[config.mk]
export PLATFORM = sky130hd
export DESIGN_NAME = int_to_fp_stream
export DESIGN_NICKNAME = d
export VERILOG_FILES = /design/src/rtl/int_to_fp_stream.sv
export SDC_FILE = /design/constraint.sdc
export NUM_CORES = 1
export LEC_CHECK = 0
export ABC_CLOCK_PERIOD_IN_PS = 7000
export CORE_MARGIN = 5
export CORE_UTILIZATION = 43
export CTS_CLUSTER_SIZE = 25
export DETAILED_ROUTE_END_ITERATION = 8
export GPL_ROUTABILITY_DRIVEN = 0
export HOLD_SLACK_MARGIN = 0.05
export MAX_ROUTING_LAYER = met4
export PLACE_DENSITY_LB_ADDON = 0.2
export SYNTH_ARGS = -nofsm -noshare
export SYNTH_HDL_FRONTEND = slang
export SYNTH_SLANG_ARGS = --single-unit
export TNS_END_PERCENT = 30
[constraint.sdc]
create_clock -name s00_axi_aclk -period 7 [get_ports s00_axi_aclk]
set_input_delay 1.4 -clock s00_axi_aclk [delete_from_list [all_inputs] [get_ports s00_axi_aclk]]
set_output_delay 1.4 -clock s00_axi_aclk [all_outputs]
set_load 0.01 [all_outputs]
[src/rtl/int_to_fp_stream.sv]
// int_to_fp_stream: signed int32 AXI-Stream to fp32 AXI-Stream, 3-stage RNE pipeline with frame-length check
module int_to_fp_stream #(
   parameter int SIZE       = 10,
   parameter int DATA_WIDTH = 32
) (
   input  logic                  s00_axi_aclk,
   input  logic                  s00_axi_areset,
   input  logic [DATA_WIDTH-1:0] s00_axis_tdata,
   input  logic                  s00_axis_tvalid,
   output logic                  s00_axis_tready,
   input  logic                  s00_axis_tlast,
   output logic [DATA_WIDTH-1:0] m00_axis_tdata,
   output logic                  m00_axis_tvalid,
   input  logic                  m00_axis_tready,
   output logic                  m00_axis_tlast,
   output logic [3:0]            m00_axis_tstrb,
   output logic                  frame_err
);
   localparam int CW = SIZE > 1 ? $clog2(SIZE) : 1;
   localparam logic [CW-1:0] LAST = CW'(SIZE - 1);
   logic en, acc;
   logic s1_v_q, s1_sign_q, s1_zero_q, s1_last_q;
   logic [31:0] s1_mag_q, mag_d;
   logic s2_v_q, s2_sign_q, s2_zero_q, s2_last_q;
   logic [4:0] s2_lz_q, lz_d;
   logic [31:0] s2_norm_q;
   logic out_v_q, out_last_q;
   logic [31:0] out_data_q, res_d;
   logic [CW-1:0] cnt_q, cnt_d;
   logic err_q, err_d;
   logic rnd;
   logic [23:0] mant_r;
   logic [7:0] exp_r;

   assign en = ~out_v_q | m00_axis_tready;
   assign s00_axis_tready = en & ~s00_axi_areset;
   assign acc = s00_axis_tvalid & s00_axis_tready;
   assign mag_d = s00_axis_tdata[31] ? -s00_axis_tdata : s00_axis_tdata;
   assign m00_axis_tdata = out_data_q;
   assign m00_axis_tvalid = out_v_q;
   assign m00_axis_tlast = out_last_q;
   assign m00_axis_tstrb = 4'hF;
   assign frame_err = err_q;

   // leading-zero count: the highest set bit is the last one to overwrite lz_d
   always_comb begin
      lz_d = 5'd0;
      for (int i = 0; i < 32; i++) if (s1_mag_q[i]) lz_d = 5'(31 - i);
   end

   // round-to-nearest-even on the normalised magnitude; a mantissa carry bumps the exponent
   always_comb begin
      rnd = s2_norm_q[7] & (|s2_norm_q[6:0] | s2_norm_q[8]);
      mant_r = {1'b0, s2_norm_q[30:8]} + 24'(rnd);
      exp_r = 8'(158 - 32'(s2_lz_q)) + 8'(mant_r[23]);
      res_d = s2_zero_q ? 32'd0 : {s2_sign_q, exp_r, mant_r[22:0]};
   end

   // frame counter wraps on tlast or at SIZE-1; an error is any disagreement between the two
   always_comb begin
      cnt_d = acc ? ((s00_axis_tlast | (cnt_q == LAST)) ? '0 : cnt_q + CW'(1)) : cnt_q;
      err_d = err_q | (acc & (s00_axis_tlast ^ (cnt_q == LAST)));
   end

   // pipeline registers advance together under the global enable; frame state updates on accept
   always_ff @(posedge s00_axi_aclk) begin
      if (s00_axi_areset) begin
         {s1_v_q, s1_sign_q, s1_zero_q, s1_last_q, s1_mag_q} <= '0;
         {s2_v_q, s2_sign_q, s2_zero_q, s2_last_q, s2_lz_q, s2_norm_q} <= '0;
         {out_v_q, out_last_q, out_data_q} <= '0;
         cnt_q <= '0;
         err_q <= 1'b0;
      end else begin
         if (en) begin
            s1_v_q <= acc;
            s1_sign_q <= s00_axis_tdata[31];
            s1_zero_q <= s00_axis_tdata == 32'd0;
            s1_last_q <= s00_axis_tlast;
            s1_mag_q <= mag_d;
            s2_v_q <= s1_v_q;
            s2_sign_q <= s1_sign_q;
            s2_zero_q <= s1_zero_q;
            s2_last_q <= s1_last_q;
            s2_lz_q <= lz_d;
            s2_norm_q <= s1_mag_q << lz_d;
            out_v_q <= s2_v_q;
            out_last_q <= s2_last_q;
            out_data_q <= res_d;
         end
         cnt_q <= cnt_d;
         err_q <= err_d;
      end
   end
endmodule
### Yosys cells after proc, flatten, opt, wreduce, memory -nomap -nowiden

Index checks and enable logic that the tools add are counted.

* bits in registers: 115
* bits of input ports: 37
* logic and storage cells: 71

* add/subtract/negate cells: 5
* equality and inequality tests: 1
* shifts and indexed selects: 1
* mux-type cells: 35
* bitwise operators: 11
* reductions and logical operators: 2

Operators by type and width (count)
* 2-to-1 mux 5 bit: 32
* 2-to-1 mux 32 bit: 2
* logical NOT 32 bit: 1
* negator 32 bit: 1
* << shifter 32 x 5 -> 31 bit: 1
* adder 23 x 1 -> 24 bit: 1
* adder 8 x 1 -> 8 bit: 1
* subtractor 8 x 5 -> 8 bit (first input constant): 1
* OR reduction 7 bit: 1
* adder 4 x 1 -> 4 bit (second input constant): 1
* AND 1 bit: 4
* == test 4 bit (second input constant): 1
* 2-to-1 mux 4 bit: 1
* OR 1 bit: 4
* NOT 1 bit: 2
* bitwise XOR 1 bit: 1

### Depth between registers and ports, before layout

Gate-level depths: netlist of the first run.

* depth after elaboration: 33
* depth in mapped cells: 13

### Least setup slack after synthesis of the first run

OpenSTA, ideal clock, no wires.

* kind: in2reg
* start point: in s00_axis_tdata[8]
* end point: reg s1_mag_q[30]
* library setup time: 126 ps
* data arrival time: 3641 ps
* data required time: 6874 ps
* setup slack: 3233 ps
* stages on the path: 9
* path buffers: 0
* cell sequence: or4_4 -> or3_4 -> or3_1 -> or2_4 -> nor3_4 -> nand4_4 -> o31ai_4 -> xor2_1 -> o21ai_1

* cells in the longest elaborated chain, start to end: 2

RTL lines
* start, declared: line 8 `input logic [DATA_WIDTH-1:0] s00_axis_tdata,`
* negator 32 bit: line 38 `assign mag_d = s00_axis_tdata[31] ? -s00_axis_tdata : s00_axis_tdata;`
* 2-to-1 mux 32 bit: line 38
* end signal, assigned: line 79 `s1_mag_q <= mag_d;`
* end, declared: line 23 `logic [31:0] s1_mag_q, mag_d;`

Every way passes these cells.
A chain may end at the register's enable or synchronous reset.

### Worst setup path in the final report of the first run

* start point: in s00_axi_areset
* end point: out s00_axis_tready

* cells in the longest elaborated chain, start to end: 2

RTL lines
* start, declared: line 7 `input logic s00_axi_areset,`
* NOT 1 bit: line 36 `assign s00_axis_tready = en & ~s00_axi_areset;`
* AND 1 bit: line 36
* end, declared: line 10 `output logic s00_axis_tready,`

Every way passes these cells.

==> results of run 1 <==
[routing by layer]
metal / global-route usage / vias up / wire length [um]
met2: 0.291 / 146 / 7330
met4: 0.0650 / 0 / 325
li1: - / 3078 / -
met1: 0.258 / 2710 / 8170
met3: 0.0387 / 33 / 690
met5: - / - / 0
[cell families after synthesis]
family | count (synthesis)
AND/OR/NAND/NOR | 317
AO/OA/AOI/OAI | 202
adder cells (fa/ha/maj) | 7
other | 1
flip-flops | 115
multiplexers | 69
XOR/XNOR | 53
buffers and inverters | 68
[sequential cells by signal, indices dropped and copies added (netlist names)]
signal           cells
s2_zero_q            1
s1_sign_q            1
s2_v_q               1
m00_axis_tdata      32
s2_last_q            1
s2_norm_q           31
s2_sign_q            1
s2_lz_q              5
s1_v_q               1
s1_mag_q            32
m00_axis_tlast       1
m00_axis_tvalid      1
s1_last_q            1
frame_err            1
s1_zero_q            1
cnt_q                4
[worst paths after layout]
check / from / to / slack [ns] / cells past startpoint
setup / recovery: s00_axi_areset / s00_axis_tready / 2.47 / 5
hold / removal: m00_axis_tdata[8]$_SDFFE_PP0N_ / m00_axis_tdata[8]$_SDFFE_PP0N_ / 0.45 / 2
setup reg to reg: s1_mag_q[31]$_SDFFE_PP0N_ / s2_norm_q[21]$_SDFFE_PP0N_ / 3.72 / 8
hold reg to reg: m00_axis_tdata[8]$_SDFFE_PP0N_ / m00_axis_tdata[8]$_SDFFE_PP0N_ / 0.45 / 2
[metrics by stage]
stage,std cells,hold WS [ns],setup slack (ns)
after floorplan,835,0.425,3.23
after global placement,1047,0.435,2.45
after detailed placement,1047,0.441,2.44
after CTS,1079,0.450,2.43
after global routing,1079,0.469,2.29
final,1079,0.446,2.47
[cell type report]
cell class / count / area, sq um / share of cell area
Timing Repair Buffer: 78 / 761 / 0.0940
Clock buffer: 23 / 478 / 0.0591
Tap cell: 188 / 235 / 0.0291
Sequential cell: 115 / 2300 / 0.285
Inverter: 14 / 52.6 / 0.00650
Multi-Input combinational cell: 652 / 4130 / 0.511
Clock inverter: 9 / 126 / 0.0156
[power groups by stage]
stage	clock, mW	combinational, mW	sequential [mW]
floorplan	0	0.369	0.807
global placement	0	0.524	0.820
detailed placement	0	0.526	0.822
CTS	0.900	0.529	0.808
global route	0.938	0.579	0.824
finish	0.888	0.532	0.809
[cells in the mapped netlist, drive strengths merged, types with 10 or more instances]
cell and count:
nor3 15, mux2i 63, xor2 39, o31ai 10, o221ai 10, buf 17
clkbuf 37, nor2 97, or3 10, o21ai 62, inv 14, nand3 26
nand2 115, dfxtp 115, a211oi 31, xnor2 14, a21oi 30
[worst max-delay path: cells and delay by family]
family	cells	cell delay (ns)
buf+inv	4	1.29
simple gates	1	0.44
==> qor.csv, run 1 <==
stage;metric;value;unit
critical_path;worstPathArrival;3.13;ns
cells_and_area;final_util;0.532;
floorplan;initial_utilization;0.440;
timing;setup-violations-final;0;
synthesis;synth_area_per_cell;8.04;sq um
clocking;cts_buffer_depth;2;
power_and_ir_drop;clkPwrFrac;0.398;
synthesis;synth_cells;832;
timing;worstMarginPinSlew;1.11;ns
floorplan;row_count;45;
critical_path;slowest_delay;0.55;ns
detailed_routing;drc_errors;0;
synthesis;synth_xor_area_frac;0.0694;
detailed_routing;first_pass_iters;5;
cells_and_area;drive_above_1_share;0.0640;
critical_path;critPathLaunchType;input pin;
clocking;hold_buffers;0;
power_and_ir_drop;ir_drop;179;uV
synthesis;synth_top_area_frac;0.344;
cells_and_area;finalNetCount;922;
timing;period_minus_slack;4.53;ns
synthesis;synth_edf_count;0;
detailed_routing;avgViaCountPerCell;5.53;
clocking;postCtsSetupBuffers;0;
synthesis;async_reset_ff_frac;0;
detailed_routing;routed_wl;16.5;mm
floorplan;fp.dieArea;18100;sq um
clocking;cts_tree;built;
run_status;status;completed;
floorplan;ios;77;
clocking;cts.clk_slew.worst_paths;0.05;ns
global_route;grt_util_all_layers;0.193;
timing;fin_crit_sh;0.647;
power_and_ir_drop;power.internal;1.55;mW
timing;fmax;221;MHz
power_and_ir_drop;finalPower;2.23;mW
clocking;htreeDepth;4;
clocking;insertion_delay;0.42;ns
timing;finalHoldViolations;0;
job;drv_cap;0;
clocking;cts_buffers;17;
detailed_routing;drtIter0Drc;555;
global_route;grt_max_degree;74;
cells_and_area;fillerInstances;1498;
critical_path;cp_max_fo;56;
power_and_ir_drop;p_sw;675;uW
cells_and_area;diodes;0;
clocking;root_buffer;clkbuf_16;
power_and_ir_drop;powerDensity;276;nW/um^2
cells_and_area;stdcell_area;8090;sq um
cells_and_area;syn_to_final_growth;21.0;%
synthesis;synth.area.mux_share;0.104;
critical_path;worstPathRequired;5.60;ns
floorplan;coreArea;15200;sq um
power_and_ir_drop;swShare;0.303;
floorplan;dieHeight;135;um
timing;drv_slew;0;
synthesis;synth_top_area_cell;dfxtp_1;
power_and_ir_drop;pwr-share-seq;0.363;
timing;rsz0062_at_grt;no;
placement;dp_hpwl;12.0;mm
clocking;cts.sinks;115;
placement;place_area;7480;sq um
synthesis;synth_top_family_by_area;simple AND/OR/NAND/NOR gates;
global_route;grt_overflow_total;0;
detailed_routing;final_antenna_net_count;0;
placement;io_buffers;72;
critical_path;critical_path.cell_chain;buf_2, buf_4, nand2b_1, inv_1, clkdlybuf4s50_1;
detailed_routing;post_drt_wl_per_cell;15.3;um
synthesis;yosysUniqueCellTypes;66;
global_route;grt_pass1_wl;27.9;mm
synthesis;ys_seq_area_frac;0.344;
synthesis;syn_area;6690;sq um
global_route;grt_pass1_vias;5597;
critical_path;worst-setup-path-type;in -> out;
synthesis;synthSimpleGateAreaFrac;0.218;
power_and_ir_drop;p_leak;3.07;nW
timing;setup_tns;0;ns
floorplan;chipWidth;135;um
cells_and_area;final_cell_mix;115 x nand2_1, 115 x dfxtp_1, 96 x nor2_1;
synthesis;synth_area_leaders;dfxtp_1 34%, mux2i_1 9.4%, nand2_1 6.5%;
critical_path;crit_path_end_kind;output pin;
worst_hold_path;holdCritPathClass;reg -> reg;
timing;slew_headroom;0.256;
synthesis;synth-adder-area-share;0.0131;
power_and_ir_drop;power_frac_comb;0.239;
critical_path;crit_slowest_cell;clkdlybuf4s50_1;
timing;clock_skew;0.00824;ns
detailed_routing;dr_total_vias;5967;
clocking;ctsResizeCount;0;
synthesis;yosys_register_bits;115;
global_route;antenna_found_initial;0;
synthesis;ys.flop_type;dfxtp_1;
synthesis;synth_compound_area_frac;0.207;
synthesis;yosysWarningCount;0;
No activity file was read; power rests on OpenSTA's default activity.
==> run 2, diff against run 1 <==
Settings changed: ABC_CLOCK_PERIOD_IN_PS 7000 to 4300.
Clock period 7 ns to 4.3 ns, I/O delays scaled along.
==> qor.csv, run 2 (same netlist as run 1, synthesis figures left out) <==
stage;metric;value;unit
clocking;cts.clk_slew.worst_paths;0.05;ns
timing;fin_crit_sh;0.790;
clocking;root_buffer;clkbuf_16;
cells_and_area;stdcell_area;8090;sq um
global_route;antenna_found_initial;0;
clocking;postCtsSetupBuffers;0;
clocking;hold_buffers;0;
floorplan;coreArea;15200;sq um
detailed_routing;routed_wl;16.4;mm
critical_path;critPathLaunchType;input pin;
global_route;grt_max_degree;73;
detailed_routing;dr_total_vias;6003;
critical_path;cp_max_fo;4;
timing;slew_headroom;0.274;
cells_and_area;syn_to_final_growth;21.0;%
timing;setup_tns;0;ns
job;drv_cap;0;
global_route;grtUsageMet1;0.255;
timing;finalHoldViolations;0;
power_and_ir_drop;powerDensity;435;nW/um^2
critical_path;worstPathRequired;4.61;ns
global_route;grt_util_all_layers;0.189;
global_route;grt.met3_usage;0.0343;
cells_and_area;drive_above_1_share;0.0714;
clocking;cts_buffer_depth;2;
critical_path;crit_path_end_kind;flop;
critical_path;worst-setup-path-type;in -> reg;
global_route;grt_overflow_total;0;
cells_and_area;finalNonFillerCells;1084;
clocking;cts_buffers;17;
timing;fin_hold_ws;0.446;ns
placement;placedCellCount;1052;
timing;period_minus_slack;3.40;ns
global_route;grt_pass1_wl;27.4;mm
clocking;cts.sinks;115;
worst_hold_path;holdCritPathClass;reg -> reg;
detailed_routing;first_pass_iters;6;
placement;dp_hpwl;12.1;mm
timing;fmax;294;MHz
detailed_routing;drtIter0Drc;458;
power_and_ir_drop;ir_drop;317;uV
placement;place_area;7520;sq um
floorplan;dieHeight;135;um
detailed_routing;drc_errors;0;
cells_and_area;final_cell_mix;115 x nand2_1, 115 x dfxtp_1, 96 x nor2_1;
clocking;ctsResizeCount;0;
detailed_routing;final_antenna_net_count;0;
cells_and_area;finalNetCount;927;
global_route;grt_use_met2;0.284;
clocking;insertion_delay;0.42;ns
detailed_routing;post_drt_wl_per_cell;15.2;um
power_and_ir_drop;finalPower;3.52;mW
run_status;status;completed;
critical_path;worstPathArrival;3.71;ns
global_route;busiest_layer;met2;
timing;rsz0062_at_grt;no;
critical_path;r2r_cells;9;
timing;worstMarginPinSlew;1.09;ns
placement;io_buffers;72;
timing;drv_slew;0;
clocking;htreeDepth;4;
cells_and_area;diodes;0;
floorplan;ios;77;
floorplan;chipWidth;135;um
global_route;grt_pass1_vias;5409;
detailed_routing;avgViaCountPerCell;5.54;
floorplan;row_count;45;
floorplan;fp.dieArea;18100;sq um
clocking;cts_tree;built;
floorplan;initial_utilization;0.440;
power_and_ir_drop;p_leak;3.08;nW
timing;clock_skew;0.0105;ns
worst_hold_path;hold_depth;2;
timing;setup-violations-final;0;
## run 2: per-stage QoR
stage / worst slack, ns / util
2_1_floorplan: 1.07 / -
3_3_place_gp: 0.485 / 0.495
3_5_place_dp: 0.468 / 0.495
4_1_cts: 0.907 / 0.532
5_1_grt: 0.731 / 0.532
6_report: 0.902 / 0.532
## run 2: final cells by class
class / instances / area (sq um)
Clock buffer: 22 / 484
Sequential cell: 115 / 2300
Clock inverter: 10 / 81.3
Inverter: 14 / 52.6
Fill cell: 1543 / 7110
Timing Repair Buffer: 83 / 798
Tap cell: 188 / 235
Multi-Input combinational cell: 652 / 4130
## run 2: power breakdown
| part | leakage [nW] | total (mW) | switching [mW] | internal (mW) |
|---|---|---|---|---|
| clock | 0.285 | 1.33 | 0.486 | 0.847 |
| combinational | 1.85 | 0.870 | 0.479 | 0.391 |
| sequential | 0.946 | 1.32 | 0.129 | 1.19 |
## run 2: worst paths after layout
check | from | endpoint | slack, ns
worst min register to register | m00_axis_tdata[10]$_SDFFE_PP0N_ | m00_axis_tdata[10]$_SDFFE_PP0N_ | 0.45
worst max register to register | s1_mag_q[0]$_SDFFE_PP0N_ | s2_norm_q[23]$_SDFFE_PP0N_ | 1.01
worst min-delay path | m00_axis_tdata[10]$_SDFFE_PP0N_ | m00_axis_tdata[10]$_SDFFE_PP0N_ | 0.45
worst max-delay path | s00_axis_tdata[6] | s1_mag_q[30]$_SDFFE_PP0N_ | 0.90
## run 2: per-layer routing
metal | vias up | wire [um]
met4 | 0 | 303
met3 | 24 | 703
li1 | 3099 | -
met5 | - | 0
met1 | 2750 | 8100
met2 | 130 | 7340
## run 2: worst max-delay path, stage by stage
cell             delay (ns)
clkdlybuf4s50_1        0.47
or4_4                  0.55
or3_4                  0.35
or3_1                  0.37
or2_4                  0.26
nor3_4                 0.25
nand4_4                0.16
o31ai_4                0.20
xor2_1                 0.16
o21ai_1                0.07
